<file path="src/rtl/mips_divider_iter.sv">
// Multi-cycle restoring divider for MIPS DIV/DIVU (quotient to LO, remainder to HI).
// Optional macro DIV_EARLY_OUT_EN: skip iteration when |dividend| < |divisor|.
module mips_divider_iter #(
    parameter int WIDTH          = 32,
    parameter int BITS_PER_CYCLE = 1
) (
    input  logic             clk,
    input  logic             reset,
    input  logic             clk_enable,
    input  logic             start,
    input  logic             is_signed,
    input  logic [WIDTH-1:0] dividend,
    input  logic [WIDTH-1:0] divisor,
    output logic             busy,
    output logic             done,
    output logic [WIDTH-1:0] quotient,
    output logic [WIDTH-1:0] remainder,
    output logic             div_by_zero
);

    localparam int N  = WIDTH / BITS_PER_CYCLE;
    localparam int CW = $clog2(N + 1);
    localparam int PW = WIDTH + BITS_PER_CYCLE;

    if ((WIDTH % 2) != 0 || WIDTH < 4 ||
        !(BITS_PER_CYCLE == 1 || BITS_PER_CYCLE == 2 || BITS_PER_CYCLE == 4) ||
        (WIDTH % BITS_PER_CYCLE) != 0) begin : g_bad_param
        $error("mips_divider_iter: illegal WIDTH/BITS_PER_CYCLE");
    end

    typedef enum logic [1:0] {
        S_IDLE,
        S_ITER,
        S_FIX
    } state_e;

    state_e           state_q, state_d;
    logic [CW-1:0]    cnt_q, cnt_d;
    logic [PW-1:0]    prem_q, prem_d;
    logic [WIDTH-1:0] quo_q, quo_d;
    logic [WIDTH-1:0] dvs_q, dvs_d;
    logic [WIDTH-1:0] raw_q, raw_d;
    logic             negq_q, negq_d;
    logic             negr_q, negr_d;
    logic [WIDTH-1:0] qout_q, qout_d;
    logic [WIDTH-1:0] rout_q, rout_d;
    logic             dbz_q, dbz_d;
    logic             done_q, done_d;

    logic [WIDTH-1:0] mag_dd;
    logic [WIDTH-1:0] mag_dv;
    logic [PW-1:0]    pr_step;
    logic [WIDTH-1:0] qq_step;

    // Magnitudes of the incoming operands; -MIN wraps to MIN, which is its unsigned magnitude
    always_comb begin
        mag_dd = (is_signed && dividend[WIDTH-1]) ? -dividend : dividend;
        mag_dv = (is_signed && divisor[WIDTH-1])  ? -divisor  : divisor;
    end

    // BITS_PER_CYCLE restoring shift/compare/subtract steps on the partial remainder
    always_comb begin
        pr_step = prem_q;
        qq_step = quo_q;
        for (int i = 0; i < BITS_PER_CYCLE; i++) begin
            pr_step = {pr_step[PW-2:0], qq_step[WIDTH-1]};
            qq_step = {qq_step[WIDTH-2:0], 1'b0};
            if (pr_step >= {{BITS_PER_CYCLE{1'b0}}, dvs_q}) begin
                pr_step    = pr_step - {{BITS_PER_CYCLE{1'b0}}, dvs_q};
                qq_step[0] = 1'b1;
            end
        end
    end

    // Next-state and result logic for IDLE -> ITER -> FIX -> IDLE
    always_comb begin
        state_d = state_q;
        cnt_d   = cnt_q;
        prem_d  = prem_q;
        quo_d   = quo_q;
        dvs_d   = dvs_q;
        raw_d   = raw_q;
        negq_d  = negq_q;
        negr_d  = negr_q;
        qout_d  = qout_q;
        rout_d  = rout_q;
        dbz_d   = dbz_q;
        done_d  = 1'b0;
        unique case (state_q)
            S_IDLE: begin
                if (start) begin
                    raw_d   = dividend;
                    dvs_d   = mag_dv;
                    quo_d   = mag_dd;
                    prem_d  = '0;
                    cnt_d   = CW'(N);
                    negq_d  = is_signed & (dividend[WIDTH-1] ^ divisor[WIDTH-1]);
                    negr_d  = is_signed & dividend[WIDTH-1];
                    state_d = S_ITER;
`ifdef DIV_EARLY_OUT_EN
                    if ((divisor != '0) && (mag_dd < mag_dv)) begin
                        quo_d   = '0;
                        prem_d  = {{BITS_PER_CYCLE{1'b0}}, mag_dd};
                        state_d = S_FIX;
                    end
`endif
                end
            end
            S_ITER: begin
                prem_d = pr_step;
                quo_d  = qq_step;
                cnt_d  = cnt_q - CW'(1);
                if (cnt_q == CW'(1)) begin
                    state_d = S_FIX;
                end
            end
            S_FIX: begin
                if (dvs_q == '0) begin
                    qout_d = '1;
                    rout_d = raw_q;
                    dbz_d  = 1'b1;
                end else begin
                    qout_d = negq_q ? -quo_q : quo_q;
                    rout_d = negr_q ? -prem_q[WIDTH-1:0] : prem_q[WIDTH-1:0];
                    dbz_d  = 1'b0;
                end
                done_d  = 1'b1;
                state_d = S_IDLE;
            end
            default: begin
                state_d = S_IDLE;
            end
        endcase
    end

    // State and result registers; everything holds while clk_enable is low
    always_ff @(posedge clk or negedge reset) begin
        if (!reset) begin
            state_q <= S_IDLE;
            cnt_q   <= '0;
            prem_q  <= '0;
            quo_q   <= '0;
            dvs_q   <= '0;
            raw_q   <= '0;
            negq_q  <= 1'b0;
            negr_q  <= 1'b0;
            qout_q  <= '0;
            rout_q  <= '0;
            dbz_q   <= 1'b0;
            done_q  <= 1'b0;
        end else if (clk_enable) begin
            state_q <= state_d;
            cnt_q   <= cnt_d;
            prem_q  <= prem_d;
            quo_q   <= quo_d;
            dvs_q   <= dvs_d;
            raw_q   <= raw_d;
            negq_q  <= negq_d;
            negr_q  <= negr_d;
            qout_q  <= qout_d;
            rout_q  <= rout_d;
            dbz_q   <= dbz_d;
            done_q  <= done_d;
        end
    end

    assign busy        = (state_q != S_IDLE);
    assign done        = done_q;
    assign quotient    = qout_q;
    assign remainder   = rout_q;
    assign div_by_zero = dbz_q;

endmodule
</file>
<file path="config.mk">
export PLATFORM = sky130hd
export DESIGN_NAME = mips_divider_iter
export DESIGN_NICKNAME = d
export VERILOG_FILES = /design/src/rtl/mips_divider_iter.sv
export SDC_FILE = /design/constraint.sdc
export NUM_CORES = 1
export LEC_CHECK = 0
export CORE_UTILIZATION = 50
export CTS_CLUSTER_DIAMETER = 200
export DETAILED_ROUTE_END_ITERATION = 12
export GPL_TIMING_DRIVEN = 0
export PLACE_DENSITY = 0.72
export SLEW_MARGIN = 10
export SYNTH_ARGS = -nofsm -noshare
export SYNTH_HDL_FRONTEND = slang
export SYNTH_SLANG_ARGS = --single-unit
</file>
<file path="constraint.sdc">
create_clock -name clk -period 6.55 [get_ports clk]
set_clock_uncertainty 0.2 [all_clocks]
set_input_delay 1.31 -clock clk [delete_from_list [all_inputs] [get_ports clk]]
set_output_delay 1.31 -clock clk [all_outputs]
set_load 0.02 [all_outputs]
</file>
# Word-level counts from Yosys, hierarchy flattened
# Index checks and enable logic that the tools add are counted.
[word_totals] regBits=204 inputBits=69
[op_classes] n_addsub=6 n_lt_le_gt_ge=1 n_eq_ne=5 n_mux=19 n_bitwise=3 n_reduce_logical=10
[ops] operator="32-bit 2-to-1 mux" n=9
[ops] operator="32-bit negation" n=4
[ops] operator="32-bit case mux with 2 select lines" n=2
[ops] operator="33-bit by 32-bit >= comparator with 1-bit output" n=1
[ops] operator="32-bit zero test" n=1
[ops] operator="32-bit subtractor" n=1
[ops] operator="6-bit case mux with 2 select lines" n=1
[ops] operator="3-bit AND reduction" n=3
[ops] operator="6-bit by 1-bit == test with 1-bit output (second input constant)" n=1
[ops] operator="6-bit 2-to-1 mux" n=1
[ops] operator="6-bit by 1-bit subtractor with 6-bit output (second input constant)" n=1
[ops] operator="2-bit 2-to-1 mux" n=2
[ops] operator="2-bit inequality test (second input constant)" n=2
[ops] operator="2-bit case mux with 2 select lines" n=1
[ops] operator="2-bit nonzero test" n=2
[ops] operator="1-bit 2-to-1 mux" n=3
[ops] operator="1-bit bitwise AND" n=2
[ops] operator="2-bit by 1-bit == test with 1-bit output (second input constant)" n=1
[ops] operator="2-bit == test (second input constant)" n=1
[ops] operator="1-bit logical AND" n=2
[ops] operator="2-bit zero test" n=1
[ops] operator="2-bit AND reduction" n=1
[ops] operator="1-bit XOR" n=1

# Depth between registers and ports, before layout
[logic_depth] word_depth=4 ltp_mapped=13 ltp_nobuf=13

# Least setup slack after synthesis
# No wires, ideal clock.
[synth_path] kind="input-to-reg" start="in divisor[4]" end="reg dvs_q[30]" setup_ps=131 arrival_time_ps=3429 path_slack_ps=2790 stages=8 n_path_buf=0 path_cell_list="or3_4 nor3b_4 nand3b_2 or4_4 or3_4 o41ai_2 xor2_1 o21ai_1"
[synth_via] elab_chain_len=2
[synth_lines] item="start, declared" line="13" text="input logic [WIDTH-1:0] divisor,"
[synth_lines] item="32-bit negation" line="58" text="mag_dv = (is_signed && divisor[WIDTH-1]) ? -divisor : divisor;"
[synth_lines] item="32-bit 2-to-1 mux" line="58"
[synth_lines] item="end signal, assigned" line="156" text="dvs_q <= dvs_d;"
[synth_lines] item="end, declared" line="41" text="logic [WIDTH-1:0] dvs_q, dvs_d;"
# Every way passes these cells.
# A chain may end at the register's enable or synchronous reset.

# Final worst setup path
[layout_path] start="in divisor[2]" end="reg dvs_q[29]"
# Same word-level chain as after synthesis.

==> run summary <==
Die span in x: 161 µm
Chip Height: 161 µm
Post-synth top area cell: dfrtp_1
Endpoints failing hold: 0
Core Box Area: 24600 µm²
Hold_buf cts: 0
I/O Buffers: 134
Syn_nets: 1644
Yosys reg bits: 204
Clock Power Share: 16.8%
Power, Total: 8.13 mW
Setup crit end kind: register
Vias after detailed routing: 11.9k
Total of max-cap violations: 0
Max-slew violations: 0
Maximum clock rate: 239 MHz
IO Pins: 136
Psw: 3.69 mW
Top-count cell post-synth: nand2_1
Critical R2R Capture: prem_q[30]$_DFFE_PN0P_
Internal cell power: 4.44 mW
Antenna violations before repair: 0
Startpoint Class: input port
Status: completed
# DRC: 0
Final Cycle Share: 63.9%
Area of the mapped netlist: 12700 µm²
Largest net degree at the start of global routing: 104
Critical path peak fanout: 4
# setup viols final: 0
Antenna-violating nets left: 0
Worst-Margin Slew: 0.904 ns
DRT Pass-1 Iters: 5
Die area: 26100 µm²
Reg2reg start: prem_q[10]$_DFFE_PN0P_
Worst hold stages: 2
Initial Util: 51.7%
Iter 0 DRT Violations: 1169
First-pass GRT wire length: 62100 µm
Max H-tree Level: 1
Setup TNS: 0 ns
Post-Syn Instances: 1536
Top cell type's share of synthesized area: 40.1%
CTS buffer count: 23
EDFF count, synth: 0
Critical path type: input port to register
GRT Total Usage: 30.3%
Share of layout cells above drive strength 1: 4.09%
Wirelength per Cell: 19.1 µm
Unique masters post-synth: 63
Seq/Total Area, Yosys: 40.1%
Routability congestion estimate: 0.913
Sequential power share: 29.0%
Syn avg cell area: 8.28 µm²
Number of global-route vias before repair: 11.4k
Post-layout minimum cycle time: 4.18 ns
Row count: 57
Total Nets Final: 1804
CTS sink cnt: 204
HP Start: quotient[0]$_DFFE_PN0P_
ANT cells: 0
Slew HR: 38.2%
Final WL: 39000 µm
Switch share: 45.4%
Final HPWL DP: 30200 µm
Worst hold endpoint: quotient[0]$_DFFE_PN0P_
Total gr overflow: 0
PD cells: 532 nW/µm²
Combinational share of power: 54.2%
CTS tree: done
Critical Path RT: 6.71 ns
Hold Crit Class: register to register
Post-synth top flop: dfrtp_1
Layout area overhead: 20.4%
Root Driver: clkbuf_16
RSZ-0062 raised after global routing: no
Post-cts sizing count: 0
Most frequent cells after synthesis: nand2_1 (291), dfrtp_1 (204), o21ai_0 (184)
LEAKAGE: 6.65 nW
Fraction of registers with async set/reset: 100%
Worst-path clk slew: 0.06 ns
Yosys warns: 0
Clock latency on the worst-skew pair: 0.52 ns
Max VDD drop: 287 µV
Worst r2r path cells: 11
Setup bufs post-CTS: 0
Worst Path Arrival: 4.34 ns
Worst hold margin: 0.268 ns
Synth area leaders: dfrtp_1 (40%), nand2_1 (8.6%), o21ai_0 (7.2%)
Via density: 5.86
Maximum clock path buffer count: 3
R2r setup slk: 2.69 ns
cell type report:
cell class,instances,area (µm²)
clock inverter,6,86.3
tap,324,405
sequential,204,5100
inverter,49,184
clock buffer,34,717
fill,2210,9300
timing repair buffer,135,1370
multi-input combinational,1195,7090
buffer,88,340
per-stage QoR:
| stage | utilization (%) | area, µm² | std cells | setup slack, ns |
|---|---|---|---|---|
| 2_1_floorplan | - | 12700 | 1536 | 2.79 |
| 3_3_place_gp | 58.8 | 14500 | 1994 | -4.56 |
| 3_5_place_dp | 58.9 | 14500 | 1995 | 1.59 |
| 4_1_cts | 62.2 | 15300 | 2035 | 2.09 |
| 5_1_grt | 62.2 | 15300 | 2035 | 2.11 |
| 6_report | 62.2 | 15300 | 2035 | 2.37 |
cells in the final DEF (no fill, tap or decap), types with 28 or more instances in the layout:
cell             netlist  routed
nor2_1               112     112
xor2_1                80      80
xnor2_1               68      68
a21oi_1              118     118
clkdlybuf4s50_1        0     133
nand2_1              291     291
dfrtp_1              204     204
ha_1                  38      38
inv_1                 49      49
clkbuf_1              79      80
o22a_1                28      28
o21ai_0              184     184
critical path: stages:
cell and delay, ns:
clkdlybuf4s50_1 0.47, or3_4 0.42, or4_2 0.59, nor4_2 0.40, nand2_1 0.23, nor4_1 0.48, a21oi_1 0.17, xnor2_1 0.19
o21ai_0 0.10
state kept, by name, indices dropped and copies added, names as in the netlist, 2 cells and up:
register   flops
dvs_q         32
prem_q        32
quo_q         32
quotient      32
raw_q         32
remainder     32
cnt_q          6
state_q        2
kinds of logic (layout without fill, tap and decap cells):
logic type | Yosys count | count (layout) | synth area share (%)
AND/OR/NAND/NOR | 553 | 553 | 19.7
AO/OA/AOI/OAI | 435 | 435 | 20.3
flip-flops | 204 | 204 | 40.1
XOR/XNOR | 148 | 148 | 10.2
buffers and inverters | 137 | 312 | 4.12
adder cells (fa/ha/maj) | 39 | 39 | 3.90
multiplexers | 20 | 20 | 1.57
worst max-delay path by stage:
| stage | startpoint | to | slack [ns] |
|---|---|---|---|
| final | divisor[2] | dvs_q[29]$_DFFE_PN0P_ | 2.37 |
| after floorplan | divisor[4] | dvs_q[30]$_DFFE_PN0P_ | 2.79 |
| after global placement | reset | done$_DFFE_PN0P_ | -4.56 |
| after detailed placement | dividend[2] | quo_q[27]$_DFFE_PN0P_ | 1.59 |
| after global routing | divisor[2] | dvs_q[29]$_DFFE_PN0P_ | 2.11 |
| after CTS | dividend[2] | quo_q[27]$_DFFE_PN0P_ | 2.09 |
power by group through the flow:
stage / combinational, mW / clock (mW) / sequential (mW)
2_1_floorplan: 3.03 / 0 / 2.32
3_3_place_gp: 4.27 / 0 / 2.35
3_5_place_dp: 4.33 / 0 / 2.37
4_1_cts: 4.36 / 1.38 / 2.35
5_1_grt: 4.90 / 1.43 / 2.43
6_report: 4.41 / 1.37 / 2.36
routing by layer:
metal / up-vias / GRT usage [%] / part of all wire (%)
met1: 5721 / 43.7 / 45
li1: 5683 / - / -
met2: 442 / 46.5 / 44
met4: 0 / 10.6 / 3.3
met3: 74 / 4.34 / 7.4
met5: - / 0 / 0
Note: power is estimated with default switching activity, not from simulation.
